$ cat config.mk
export PLATFORM = sky130hd
export DESIGN_NAME = tank_level_emulator
export DESIGN_NICKNAME = d
export VERILOG_FILES = /design/src/rtl/tank_level_emulator.sv
export SDC_FILE = /design/constraint.sdc
export NUM_CORES = 1
export LEC_CHECK = 0
export CAP_MARGIN = 10
export CORE_MARGIN = 5
export CORE_UTILIZATION = 45
export CTS_BUF_LIST = sky130_fd_sc_hd__clkbuf_16
export CTS_CLUSTER_DIAMETER = 120
export DETAILED_ROUTE_END_ITERATION = 16
export GPL_ROUTABILITY_DRIVEN = 0
export PLACE_DENSITY = 0.64
export SKIP_LAST_GASP = 1
export SYNTH_ARGS = -nofsm -noshare
export SYNTH_HDL_FRONTEND = slang
export SYNTH_SLANG_ARGS = --single-unit
$ cat constraint.sdc
create_clock -name clock -period 4.1 [get_ports clock]
set_input_delay 0.41 -clock clock [delete_from_list [all_inputs] [get_ports clock]]
set_output_delay 0.41 -clock clock [all_outputs]
set_load 0.02 [all_outputs]
$ cat src/rtl/tank_level_emulator.sv
// tank_level_emulator
//   Plant-side model of the irrigation reservoir. Integrates the controller's
//   valve commands into a level register on a prescaled tick and derives the
//   H/M/L level sensors from a region FSM.
//
//   Optional build macro: TANK_SENSOR_HYST_EN
//     When defined, falling region transitions require level < TH-HYST.
//     When undefined, falling transitions use the plain thresholds.
//
//   Ports:
//     clock    in   system clock
//     reset    in   asynchronous active-high reset
//     Ve       in   inlet valve open (fill)
//     Bs       in   sprinkler pump on (drain)
//     Vs       in   drip valve open (drain)
//     H/M/L    out  high / mid / low level sensors (registered)
//     level    out  current level, LEVEL_W bits
//     tick     out  one-cycle strobe on each update cycle
//     overflow out  one-cycle pulse when fill was clipped at LEVEL_MAX
//     dry      out  one-cycle pulse when drain was clipped at 0
module tank_level_emulator #(
  parameter int CLK_DIV    = 50000000,
  parameter int LEVEL_W    = 7,
  parameter int LEVEL_MAX  = 100,
  parameter int INIT_LEVEL = 0,
  parameter int L_TH       = 10,
  parameter int M_TH       = 50,
  parameter int H_TH       = 90,
  parameter int FILL_RATE  = 5,
  parameter int BS_RATE    = 3,
  parameter int VS_RATE    = 1,
  parameter int HYST       = 3
) (
  input  logic               clock,
  input  logic               reset,
  input  logic               Ve,
  input  logic               Bs,
  input  logic               Vs,
  output logic               H,
  output logic               M,
  output logic               L,
  output logic [LEVEL_W-1:0] level,
  output logic               tick,
  output logic               overflow,
  output logic               dry
);

  localparam int CNT_W = $clog2(CLK_DIV);
  localparam int SW    = LEVEL_W + 2;

  localparam logic [CNT_W-1:0]   CNT_LAST = CNT_W'(CLK_DIV - 1);
  localparam logic [LEVEL_W-1:0] INIT_L   = LEVEL_W'(INIT_LEVEL);
  localparam logic [LEVEL_W-1:0] L_TH_L   = LEVEL_W'(L_TH);
  localparam logic [LEVEL_W-1:0] M_TH_L   = LEVEL_W'(M_TH);
  localparam logic [LEVEL_W-1:0] H_TH_L   = LEVEL_W'(H_TH);

`ifdef TANK_SENSOR_HYST_EN
  localparam int BAND = HYST;
`else
  // Plain thresholds: the falling band collapses to zero.
  localparam int BAND = HYST * 0;
`endif

  localparam int L_FALL = L_TH - BAND;
  localparam int M_FALL = M_TH - BAND;
  localparam int H_FALL = H_TH - BAND;

  typedef enum logic [1:0] {EMPTY, LOW, MID, FULL} region_t;

  // Highest region whose rising threshold is at or below the level.
  function automatic region_t rise_of(input logic [LEVEL_W-1:0] lv);
    region_t r;
    r = EMPTY;
    if (lv >= L_TH_L) r = LOW;
    if (lv >= M_TH_L) r = MID;
    if (lv >= H_TH_L) r = FULL;
    return r;
  endfunction

  // ---------------------------------------------------------------------
  // Prescaler
  // ---------------------------------------------------------------------
  logic [CNT_W-1:0] count;

  always_ff @(posedge clock or posedge reset) begin
    if (reset) begin
      count <= '0;
    end else if (count == CNT_LAST) begin
      count <= '0;
    end else begin
      count <= count + 1'b1;
    end
  end

  assign tick = (count == CNT_LAST);

  // ---------------------------------------------------------------------
  // Level arithmetic
  // ---------------------------------------------------------------------
  logic signed [SW-1:0]  delta;
  logic signed [SW-1:0]  sum;
  logic [LEVEL_W-1:0]    level_next;
  logic                  clip_hi;
  logic                  clip_lo;

  always_comb begin
    delta = '0;
    if (Ve) delta = delta + SW'(FILL_RATE);
    if (Bs) delta = delta - SW'(BS_RATE);
    if (Vs) delta = delta - SW'(VS_RATE);
    sum = $signed({2'b00, level}) + delta;

    clip_hi    = 1'b0;
    clip_lo    = 1'b0;
    level_next = sum[LEVEL_W-1:0];
    if (sum[SW-1]) begin
      clip_lo    = 1'b1;
      level_next = '0;
    end else if (sum > $signed(SW'(LEVEL_MAX))) begin
      clip_hi    = 1'b1;
      level_next = LEVEL_W'(LEVEL_MAX);
    end
  end

  always_ff @(posedge clock or posedge reset) begin
    if (reset) begin
      level    <= INIT_L;
      overflow <= 1'b0;
      dry      <= 1'b0;
    end else begin
      overflow <= tick & clip_hi;
      dry      <= tick & clip_lo;
      if (tick) level <= level_next;
    end
  end

  // ---------------------------------------------------------------------
  // Region FSM
  // ---------------------------------------------------------------------
  region_t region;
  region_t region_next;

  always_ff @(posedge clock or posedge reset) begin
    if (reset) begin
      region <= rise_of(INIT_L);
    end else begin
      region <= region_next;
    end
  end

  // The FSM looks at level_next so the region lands in the same cycle as
  // the level it describes. Falling steps are peeled off one region at a
  // time so a multi-region drop applies every falling threshold in turn.
  always_comb begin
    region_t rise;
    int      lv_i;
    region_next = region;
    rise        = rise_of(level_next);
    lv_i        = int'(level_next);
    if (tick) begin
      if (rise >= region) begin
        region_next = rise;
      end else begin
        if (region_next == FULL && lv_i < H_FALL) region_next = MID;
        if (region_next == MID  && lv_i < M_FALL) region_next = LOW;
        if (region_next == LOW  && lv_i < L_FALL) region_next = EMPTY;
      end
    end
  end

  always_comb begin
    L = (region != EMPTY);
    M = (region == MID) || (region == FULL);
    H = (region == FULL);
  end

endmodule

Yosys cells after proc, flatten, opt, wreduce, memory -nomap -nowiden
Index checks and enable logic that the tools add are counted.
Widths: inputs -> output; s select.
{"block": "op_classes", "bitwise_logic": 2, "order_cmp": 8, "n_mul": 0, "eq_ne": 5, "n_shift": 0, "n_addsub": 4, "n_reduce_logical": 5, "div_mod_pow": 0, "muxes": 20}
{"cell": "$add 26x1->26 const B", "count": 1}
{"cell": "$eq 26x26->1 const B", "count": 1}
{"cell": "$mux 26", "count": 1}
{"cell": "$mux 2", "count": 10}
{"cell": "$mux 9", "count": 2}
{"cell": "$mux 7", "count": 2}
{"cell": "$add 8x9->9", "count": 1}
{"cell": "$gt 9x8->1 const B", "count": 1}
{"cell": "$sub 9x2->9 const B", "count": 1}
{"cell": "$sub 9x3->9 const B", "count": 1}
{"cell": "$ge 7x4->1 const B", "count": 1}
{"cell": "$ge 7x6->1 const B", "count": 1}
{"cell": "$ge 7x7->1 const B", "count": 1}
{"cell": "$lt 7x4->1 const B", "count": 1}
{"cell": "$lt 7x6->1 const B", "count": 1}
{"cell": "$lt 7x7->1 const B", "count": 1}
{"cell": "$eq 2x2->1 const B", "count": 3}
{"cell": "$mux 1", "count": 4}
{"cell": "$logic_and 1x1->1", "count": 3}
{"cell": "$mux 3", "count": 1}
{"cell": "$and 1x1->1", "count": 2}
{"cell": "$eq 2x1->1 const B", "count": 1}
{"cell": "$ge 2x2->1", "count": 1}
{"cell": "$reduce_bool 2->1", "count": 1}
{"cell": "$logic_or 1x1->1", "count": 1}
{"block": "word_totals", "reg_bits": 37, "memories": 0, "elab_cells": 49, "ramBits": 0, "mem_bits_ro": 0, "latchBits": 0, "out_inout_bits": 13}

Longest topological paths before layout
{"block": "logic_depth", "word_depth": 25, "ltp_mapped": 18, "mapped_depth_nobuf": 18}

Worst setup path after synthesis
OpenSTA, ideal clock, no wires.
{"block": "synth_path", "path_type": "input-to-reg", "start": "input Ve", "end": "register region[0]", "arrival_ps": 4117, "path_buffers": 0, "t_required_ps": 3970, "path_slack_ps": -148, "setup_time_ps": 130, "cell_stages": 18, "path_cell_list": "inv_1 -> ha_1 -> xor2_1 -> ha_1 -> inv_1 -> fa_1 -> nand2b_1 -> a211oi_1 -> nor3_1 -> a311o_1 -> or4b_1 -> and3_1 -> ha_1 -> nand2b_1 -> a21oi_1 -> nand2_1 -> a221oi_1 -> a21oi_1"}
{"block": "synth_between", "elab_chain_len": 23, "word_cells_on_any_way": 32}
{"item": "start, declared", "line": "36", "text": "input logic Ve,"}
{"item": "$mux 3 (*)", "line": "108", "text": "if (Ve) delta = delta + SW'(FILL_RATE);"}
{"item": "$sub 9x3->9", "line": "109", "text": "if (Bs) delta = delta - SW'(BS_RATE);"}
{"item": "$mux 9 (*)", "line": "109"}
{"item": "$sub 9x2->9", "line": "110", "text": "if (Vs) delta = delta - SW'(VS_RATE);"}
{"item": "$mux 9 (*)", "line": "110"}
{"item": "$add 8x9->9 (*)", "line": "111", "text": "sum = $signed({2'b00, level}) + delta;"}
{"item": "$gt 9x8->1", "line": "119", "text": "end else if (sum > $signed(SW'(LEVEL_MAX))) begin"}
{"item": "$mux 7", "line": "119"}
{"item": "(+7 left out)"}
{"item": "$logic_and 1x1->1", "line": "165", "text": "if (region_next == MID && lv_i < M_FALL) region_next = LOW;"}
{"item": "$mux 2", "line": "165"}
{"item": "$mux 2", "line": "161", "text": "if (rise >= region) begin"}
{"item": "$mux 2", "line": "160", "text": "if (tick) begin"}
{"item": "$eq 2x1->1", "line": "166", "text": "if (region_next == LOW && lv_i < L_FALL) region_next = EMPTY;"}
{"item": "$logic_and 1x1->1", "line": "166"}
{"item": "$mux 2", "line": "166"}
{"item": "$mux 2 (*)", "line": "161"}
{"item": "end signal, assigned", "line": "145", "text": "region <= rise_of(INIT_L);"}
{"item": "end signal, assigned", "line": "147", "text": "region <= region_next;"}
{"item": "end, declared", "line": "140", "text": "region_t region;"}
Every way passes the cells marked *; elsewhere a longest branch is shown, timed or not. The select of a mux whose other input is x is not followed.
A chain may end at the register's enable or synchronous reset.

Worst setup path after layout
Ends and elaborated chain as after synthesis.

==> results.yml <==
outcome:
  status: "completed"
min_path:
  hp-start: "count[0]"
  hold_depth: 1
  hold_class: "reg -> reg"
synthesis:
  syn_inst: 265
  ys_top_cells_by_count: "37 x dfrtp_1, 34 x nor2_1, 26 x nand2_1"
  synth_edf_count: 0
  yosysMostFrequentCell: "dfrtp_1"
  syn_avg_cell_area_sq_um: 9.01
  synth_cell_type_count: 47
  synthArstFlopShare: 1.00
  synthFlopType: "dfrtp_1"
  ys.warnings.count: 0
  syn_area_sq_mm: 0.00239
  ys_seq_area_frac: 0.388
  synth_top_area_frac: 0.388
  synth.area.top_cells: "dfrtp_1 39%, ha_1 8.4%, xor2_1 6.2%"
  synth_fp_nets: 287
  synth_top_cell_by_area: "dfrtp_1"
  synth_seq_cells: 37
cells_and_area:
  diodes: 0
  final_nets: 359
  fin_cells: 408
  multi_input_area_sq_mm: 0.00151
  stdcell_area_sq_mm: 0.00326
  final_layout_size_suffix_gt1_frac: 0.260
  final_core_util: 0.635
  ff_latch_area_sq_um: 926
  synthToLayoutAreaGrowth_pct: 36.6
  fill_cells: 467
job:
  drv_cap: 0
sta:
  finalSetupViolations: 0
  slew_headroom: 0.402
  finClkSkew_ns: 0.00581
  timing.fmax_mhz: 253
  slew_violations: 0
  setup_ws_ns: 0.153
  fin_crit_sh: 0.963
  period_minus_slack_ns: 3.95
  final-hold-violation-count: 0
  worst_slew_pin_slew_ns: 0.890
clock_network:
  cts_tree: "done"
  cts-hold-fix-buffers: 0
  cts_root_buf: "clkbuf_16"
  clk_pin_slew_ns: 0.05
  clk-insertion-delay-late_ns: 0.28
  htree_num_levels: 2
  clock_sinks: 37
  cts_buffer_depth: 2
  cts_buffers: 5
floorplanning:
  die_width_microns: 82.9
  die_h_microns: 82.9
  core-area_sq_mm: 0.00514
  num_rows: 26
  die_area_sq_mm: 0.00686
  initial_utilization: 0.465
  io_pins: 18
placed_design:
  postPlaceCellArea_sq_mm: 0.00303
  dp_cells: 396
  preCtsSetupSlack_ns: -0.695
  io_buffers: 17
  hpwlAfterDp_microns: 4010
grt:
  track_usage: 0.158
  grt_pass1_wl_microns: 9150
  grt_pass1_vias: 2059
  grt_overflow_total: 0
  antenna_found_initial: 0
  grtUsageMet3: 0.0356
  grt_most_used_layer: "met2"
  grt.met2_usage: 0.247
  grt_start_max_net_pins: 20
  grt_use_met1: 0.224
setup_path:
  crit-reg2reg-launch: "level[1]"
  cp-end-kind: "flip-flop"
  worst-setup-path-type: "in -> reg"
  worst_r2r_path_depth: 13
  crit_required_ns: 4.25
  cp.arrival_ns: 4.10
  crit_path_start: "Ve"
  path_max_fanout: 4
  worstSetupStartpointType: "input pin"
power_and_ir_drop:
  p_leak_uw: 0.00153
  ir_drop_mv: 0.239
  powerDensity_mw_per_mm2: 334
routing:
  routed_wire_length_per_instance_microns: 13.0
  drc: 0
  drtPass1Iterations: 4
  viasPerCell: 5.19
  drt_iter0_markers: 85
  ant_nets: 0
  vias: 2116
  wirelength_microns: 5300
==> power by group <==
part	internal [uW]	switching, uW	leakage, uW	total (uW)
registers	370	6.92	0.000473	377
logic	193	162	0.000980	355
clock network	220	136	0.0000748	356
==> state kept, by name (all words and copies together), names as in the netlist <==
register	cells
level	7
count	26
overflow	1
region	2
dry	1
==> path summary, 6_finish.rpt <==
path / slack [ns] / endpoint
worst max register to register: 0.52 / region[0]
worst min-delay path: 0.50 / count[0]
worst min register to register: 0.50 / count[0]
worst max-delay path: 0.15 / region[0]
max in group asynchronous: 2.85 / level[6]
min in group asynchronous: 0.54 / count[8]
==> stage by stage <==
stage                     setup TNS (ns)  power (uW)  hold WS [ns]
after CTS                              0        1090         0.498
final                                  0        1090         0.498
after detailed placement           -1.27         714         0.487
after global routing             -0.0108        1150         0.509
after floorplan                        0         562         0.455
after global placement             -1.03         709         0.478
==> logic make-up after synthesis <==
family	after synthesis	share of synthesized area
adder cells (fa/ha/maj)	17	0.0922
XOR/XNOR	28	0.103
buffers and inverters	18	0.0314
multiplexers	2	0.00943
AO/OA/AOI/OAI	39	0.120
flip-flops	37	0.388
AND/OR/NAND/NOR	124	0.257
==> layer usage <==
layer	vias up	share of wire	wire length (microns)
li1	1077	-	-
met1	1006	0.51	2690
met2	29	0.45	2410
met3	4	0.032	168
met4	0	0.0070	37
met5	-	0	0
==> cell usage in the layout, fill, tap and decap left out, types with 5 or more instances in the layout <==
cell type / instances
clkdlybuf4s50_1: 14
dfrtp_1: 37
xnor2_1: 11
xor2_1: 17
nor3_1: 7
nor2_1: 32
inv_1: 14
nand2_1: 24
buf_4: 52
clkbuf_16: 5
nand4_1: 7
a21oi_1: 7
ha_1: 12
nand3_1: 18
==> critical path, cell delays in order <==
cell      delay (ns)
clkbuf_2        0.11
buf_4           0.14
ha_1            0.18
mux2_4          0.29
ha_4            0.22
a211oi_4        0.26
nor3_2          0.09
or4_4           0.49
a311o_1         0.30
or4b_1          0.52
and3_1          0.17
ha_1            0.26
nand2b_1        0.15
a21oi_2         0.19
nand2_1         0.09
a221oi_2        0.17
a21oi_1         0.07
==> layout make-up <==
type / count / share of cell area
Tap cell: 70 / 0.0269
Sequential cell: 37 / 0.284
Multi-Input combinational cell: 210 / 0.462
Clock buffer: 5 / 0.0384
Inverter: 14 / 0.0161
Timing Repair Buffer: 69 / 0.168
Clock inverter: 3 / 0.00422
==> timing repair <==
item                       CTS  global route
pin swaps                   11             7
resized for setup           13             7
buffers inserted             3             1
setup endpoints to repair    2             2
No activity file was read; power rests on OpenSTA's default activity.
